`config.mk`:
```
export PLATFORM = sky130hd
export DESIGN_NAME = ref_sym_delay_line
export DESIGN_NICKNAME = d
export VERILOG_FILES = /design/src/rtl/ref_sym_delay_line.sv
export SDC_FILE = /design/constraint.sdc
export NUM_CORES = 1
export LEC_CHECK = 0
export BUFFER_PORTS_ARGS = -buffer_cell sky130_fd_sc_hd__buf_4
export CORE_MARGIN = 8
export CORE_UTILIZATION = 25
export DETAILED_ROUTE_END_ITERATION = 8
export HOLD_SLACK_MARGIN = 0.12
export PLACE_DENSITY = 0.5
export REMOVE_ABC_BUFFERS = 1
export SLEW_MARGIN = 20
export SYNTH_ARGS = -nofsm -noshare
export SYNTH_HDL_FRONTEND = slang
export SYNTH_SLANG_ARGS = --single-unit
```
`constraint.sdc`:
```
create_clock -name i_clk -period 7.3 [get_ports i_clk]
set_input_delay 1.46 -clock i_clk [delete_from_list [all_inputs] [get_ports i_clk]]
set_output_delay 1.46 -clock i_clk [all_outputs]
set_load 0.02 [all_outputs]
```
`src/rtl/ref_sym_delay_line.sv`:
```
// Circular buffer aligning the transmit reference to the received symbol.
// Delay 0 bypasses the buffer; o_primed rises once DELAY_MAX symbols are stored.
module ref_sym_delay_line #(
    parameter int SYM_W     = 2,
    parameter int DELAY_MAX = 64,
    parameter int DLY_W     = 6
) (
    input  logic             i_clk,
    input  logic             i_rst_n,
    input  logic             i_en,
    input  logic [SYM_W-1:0] i_tx_sym,
    input  logic [DLY_W-1:0] i_delay,
    output logic [SYM_W-1:0] o_ref_sym,
    output logic             o_primed
);

    logic [SYM_W-1:0] r_mem [DELAY_MAX];
    logic [DLY_W-1:0] r_wr_ptr;
    logic [DLY_W:0]   r_prime_cnt;
    logic [DLY_W-1:0] w_rd_ptr;

    // DELAY_MAX is a power of two, so the MSB alone marks a full count
    assign o_primed  = r_prime_cnt[DLY_W];
    assign w_rd_ptr  = r_wr_ptr - i_delay;
    assign o_ref_sym = (i_delay == '0) ? i_tx_sym : r_mem[w_rd_ptr];

    always_ff @(posedge i_clk or negedge i_rst_n) begin
        if (!i_rst_n) begin
            r_mem       <= '{default: '0};
            r_wr_ptr    <= '0;
            r_prime_cnt <= '0;
        end else if (i_en) begin
            r_mem[r_wr_ptr] <= i_tx_sym;
            r_wr_ptr        <= r_wr_ptr + 1'b1;
            if (!o_primed)
                r_prime_cnt <= r_prime_cnt + 1'b1;
        end
    end

endmodule

```
==> results.md <==
| Stage | Item | Reported |
|:---|:---|:---|
| timing | Worst hold slack | 481 ps |
| routing | Average detailed-routed wire length per instance | 17.8 um |
| worst setup path | Worst Setup Path Type | input port to output port |
| cts | CTS clock-pin slew for the worst setup and hold paths | 60 ps |
| power and ir drop | Cell leakage power | 3.69 nW |
| routing | DRC marker count from the first detailed-route iteration | 274 |
| placed design | Port-buffer cells | 13 |
| power and ir drop | IR drop worst, VDD | 0.000189 V |
| routing | DRC violation count after routing | 0 |
| cts | Bufs on Longest Clock Path | 2 |
| power and ir drop | Ratio of total power to cell area | 453 nW/um^2 |
| worst setup path | Critical-path maximum fanout | 54 |
| die | Core region area | 28500 um^2 |
| cts | Clock Root Buffer | sky130_fd_sc_hd__clkbuf_16 |
| timing | Min Tclk post-route | 6310 ps |
| layout | Share of post-route cells with drive strength above 1 | 31.1% |
| run status | Outcome | complete, no violations |
| synth | Post-Syn Area per Cell | 11.7 um^2 |
| placed design | Final weighted congestion in routability-driven placement | 0.702 |
| timing | Number of setup violations in the final report | 0 |
| grt | Total global routing overflow | 0 |
| routing | Total routed wirelength | 17900 um |
| layout | Non-filler cells in the finished layout | 1005 |
| die | # rows | 62 |
| synth | Fraction of the yosys area taken by sequential cells | 48.9% |
| synth | Gate Count Post-Synth | 616 |
| timing | Largest clock skew in the final design | 16.3 ps |
| timing | Slew Limit Fails | 0 |
| grt | Global-route usage over all layers | 11.0% |
| timing | Fmax | 158 MHz |
| die | Starting utilization of the core area | 25.3% |
| synth | Top_reg_cell synth | sky130_fd_sc_hd__dfrtp_1 |
| timing | Least-Margin Pin Slew | 949 ps |
| die | Die outline area | 34500 um^2 |
| layout | Total of fill cells in the finished design | 3015 |
| synth | Post-Syn Area | 7210 um^2 |
| grt | Maximum number of pins on one net before global-route repair | 81 |
| cts | Number of setup buffers added after CTS | 0 |
| cts | Clock tree from TritonCTS | built |
| die | Die extent in y | 186 um |
| layout | Total inserted antenna cells | 0 |
| cts | CTS Hold Bufs | 0 |
| routing | Final antenna-violating net count | 0 |
| worst setup path | Sort of element at the end of the critical path | output port |
| layout | Layout-stage area growth over the synthesis result | 15.5% |
| timing | Max-slew headroom at the worst pin | 36.2% |
| cts | Clock latency on the worst-skew pair | 430 ps |
| grt | Global-route wire length before repair | 28900 um |
| timing | Ratio of final minimum period to clock period | 86.4% |
| cts | CTS H-tree depth | 4 |
| cts | TritonCTS buffer count | 17 |
| routing | DR vias | 4680 |
| synth | Post-synth ARST share | 100% |
| cts | Clock sink count | 141 |
| timing | Final Hold Fails | 0 |
| routing | Routed vias/inst | 4.66 |
| layout | Layout Nets | 627 |
| synth | Count of yosys warnings during synthesis | 0 |
| synth | Flop and latch count out of synthesis | 141 |
| timing | Summed negative setup slack over all endpoints | 0 ps |
| placed design | Post-placement cell count | 973 |
| job | Max-cap violations | 0 |
| synth | Post-synthesis cell type count | 42 |
| routing | Detailed-router iteration count before antenna repair | 4 |
| cts | Cells resized by post-CTS repair | 0 |
| placed design | Detailed-placement wirelength estimate | 11100 um |
| die | Horizontal die dimension | 186 um |
| die | Num ports | 14 |
| worst setup path | Startpoint type of the worst setup path | input port |
| grt | Initial antenna violation count | 0 |
| synth | Number of enable flip-flop cells after synthesis | 0 |
| worst setup path | Arrival @ worst endpoint | 4850 ps |
| min path | Worst Hold Class | register to register |
| timing | RSZ-0062 raised after global routing | false |
| worst setup path | CP required | 5840 ps |
| grt | Vias in the first global route | 4923 |
cells by family (layout without fill, tap and decap cells):
group / count (synthesis) / in the layout / share of synthesized area [%]
AOI/OAI and AO/OA: 55 / 55 / 5.73
xor gates and xnor gates: 15 / 15 / 2.08
adders and majority gates: 8 / 8 / 1.49
buffers and inverters: 52 / 57 / 3.05
DFF: 141 / 141 / 48.9
muxes: 170 / 170 / 26.6
and+or+nand+nor: 175 / 175 / 12.1
stage by stage:
step	worst slack, ps	utilization [%]	power [W]	cell area, um^2
floorplan	470	-	0.00229	7010
global placement	1080	27.0	0.00287	7700
detailed placement	1000	27.0	0.00287	7700
CTS	988	29.1	0.00381	8320
global route	784	29.2	0.00400	8320
finish	990	29.2	0.00377	8320
layout make-up:
type | count | area, um^2 | area share [%]
sequential | 141 | 3530 | 42.4
multi-input combinational | 423 | 3510 | 42.1
tap | 384 | 480 | 5.77
clock buffer | 18 | 429 | 5.16
clock inverter | 14 | 193 | 2.31
timing repair buffer | 19 | 163 | 1.95
inverter | 6 | 22.5 | 0.271
layout by cell type (no fill, tap or decap), types with 3 or more instances in the layout:
cell type	Yosys	routed
sky130_fd_sc_hd__clkbuf_16	0	17
sky130_fd_sc_hd__xnor2_1	9	8
sky130_fd_sc_hd__clkinvlp_4	0	3
sky130_fd_sc_hd__nor2b_1	30	30
sky130_fd_sc_hd__nor4_1	9	9
sky130_fd_sc_hd__inv_1	6	6
sky130_fd_sc_hd__mux2i_1	34	34
sky130_fd_sc_hd__and3_1	19	19
sky130_fd_sc_hd__mux2_2	131	131
sky130_fd_sc_hd__o21ai_0	5	5
sky130_fd_sc_hd__clkinv_2	0	3
sky130_fd_sc_hd__a2111oi_0	26	26
sky130_fd_sc_hd__nor3_1	3	3
sky130_fd_sc_hd__and2_1	3	3
sky130_fd_sc_hd__mux4_2	4	4
sky130_fd_sc_hd__xor2_1	5	4
sky130_fd_sc_hd__a31oi_1	12	12
sky130_fd_sc_hd__a21oi_1	5	5
sky130_fd_sc_hd__bufinv_16	0	4
sky130_fd_sc_hd__clkinv_4	0	3
sky130_fd_sc_hd__nand2_1	34	34
sky130_fd_sc_hd__nand3_1	7	7
sky130_fd_sc_hd__ha_1	7	6
sky130_fd_sc_hd__buf_4	3	16
sky130_fd_sc_hd__dfrtp_1	141	141
sky130_fd_sc_hd__nor2_1	56	56
sky130_fd_sc_hd__nand4_1	4	4
critical path, stage by stage:
cell and delay (ps):
sky130_fd_sc_hd__buf_4 120, sky130_fd_sc_hd__ha_2 180, sky130_fd_sc_hd__fa_4 1100, sky130_fd_sc_hd__buf_12 330, sky130_fd_sc_hd__nor2b_1 80, sky130_fd_sc_hd__a2111oi_0 420, sky130_fd_sc_hd__nor4_1 110, sky130_fd_sc_hd__mux2i_1 180
sky130_fd_sc_hd__mux2i_1 120, sky130_fd_sc_hd__mux2_2 280, sky130_fd_sc_hd__mux2_4 270, sky130_fd_sc_hd__buf_4 160
sequential cells by signal, summed over array words and instances, names as in the netlist:
signal,cells
r_mem,128
r_prime_cnt,7
r_wr_ptr,6
Yosys cell counts, types with 5 or more instances:
cell type	instances	area share, %
sky130_fd_sc_hd__xor2_1	5	0.61
sky130_fd_sc_hd__a31oi_1	12	1.0
sky130_fd_sc_hd__ha_1	7	1.2
sky130_fd_sc_hd__buf_2	10	0.69
sky130_fd_sc_hd__o21ai_0	5	0.35
sky130_fd_sc_hd__clkbuf_1	32	1.7
sky130_fd_sc_hd__a2111oi_0	26	3.2
sky130_fd_sc_hd__nand3_1	7	0.49
sky130_fd_sc_hd__inv_1	6	0.31
sky130_fd_sc_hd__dfrtp_1	141	49
sky130_fd_sc_hd__nor2b_1	30	2.6
sky130_fd_sc_hd__xnor2_1	9	1.1
sky130_fd_sc_hd__nor2_1	56	2.9
sky130_fd_sc_hd__mux2_2	131	20
sky130_fd_sc_hd__a21oi_1	5	0.35
sky130_fd_sc_hd__and3_1	19	1.6
sky130_fd_sc_hd__mux2i_1	34	4.7
sky130_fd_sc_hd__nand2_1	34	1.8
sky130_fd_sc_hd__nor4_1	9	0.78
power breakdown:
group          internal, W  switching (W)
Combinational     0.000720       0.000937
Sequential         0.00101       0.000175
Clock             0.000572       0.000350
path summary, 6_finish.rpt:
path / slack, ps / from / depth (start not counted) / to
max: 990 / i_delay[0] / 12 / o_ref_sym[1]
min: 480 / r_prime_cnt[5] / 1 / r_prime_cnt[5]
max reg2reg: 5080 / r_wr_ptr[1] / 5 / r_mem[121]
min reg2reg: 480 / r_prime_cnt[5] / 1 / r_prime_cnt[5]
max in group asynchronous: 5110 / i_rst_n / 2 / r_mem[23]
min in group asynchronous: 1030 / i_rst_n / 1 / r_mem[122]
layer usage:
layer	share of wire [%]	routed length, um	vias up	global-route usage (%)
li1	-	-	2207	-
met2	46	8270	81	17.1
met5	0	0	-	0
met1	49	8850	2386	15.0
met4	0.41	73	0	2.89
met3	3.9	704	6	2.54
Power figures use the tool's default switching activity.
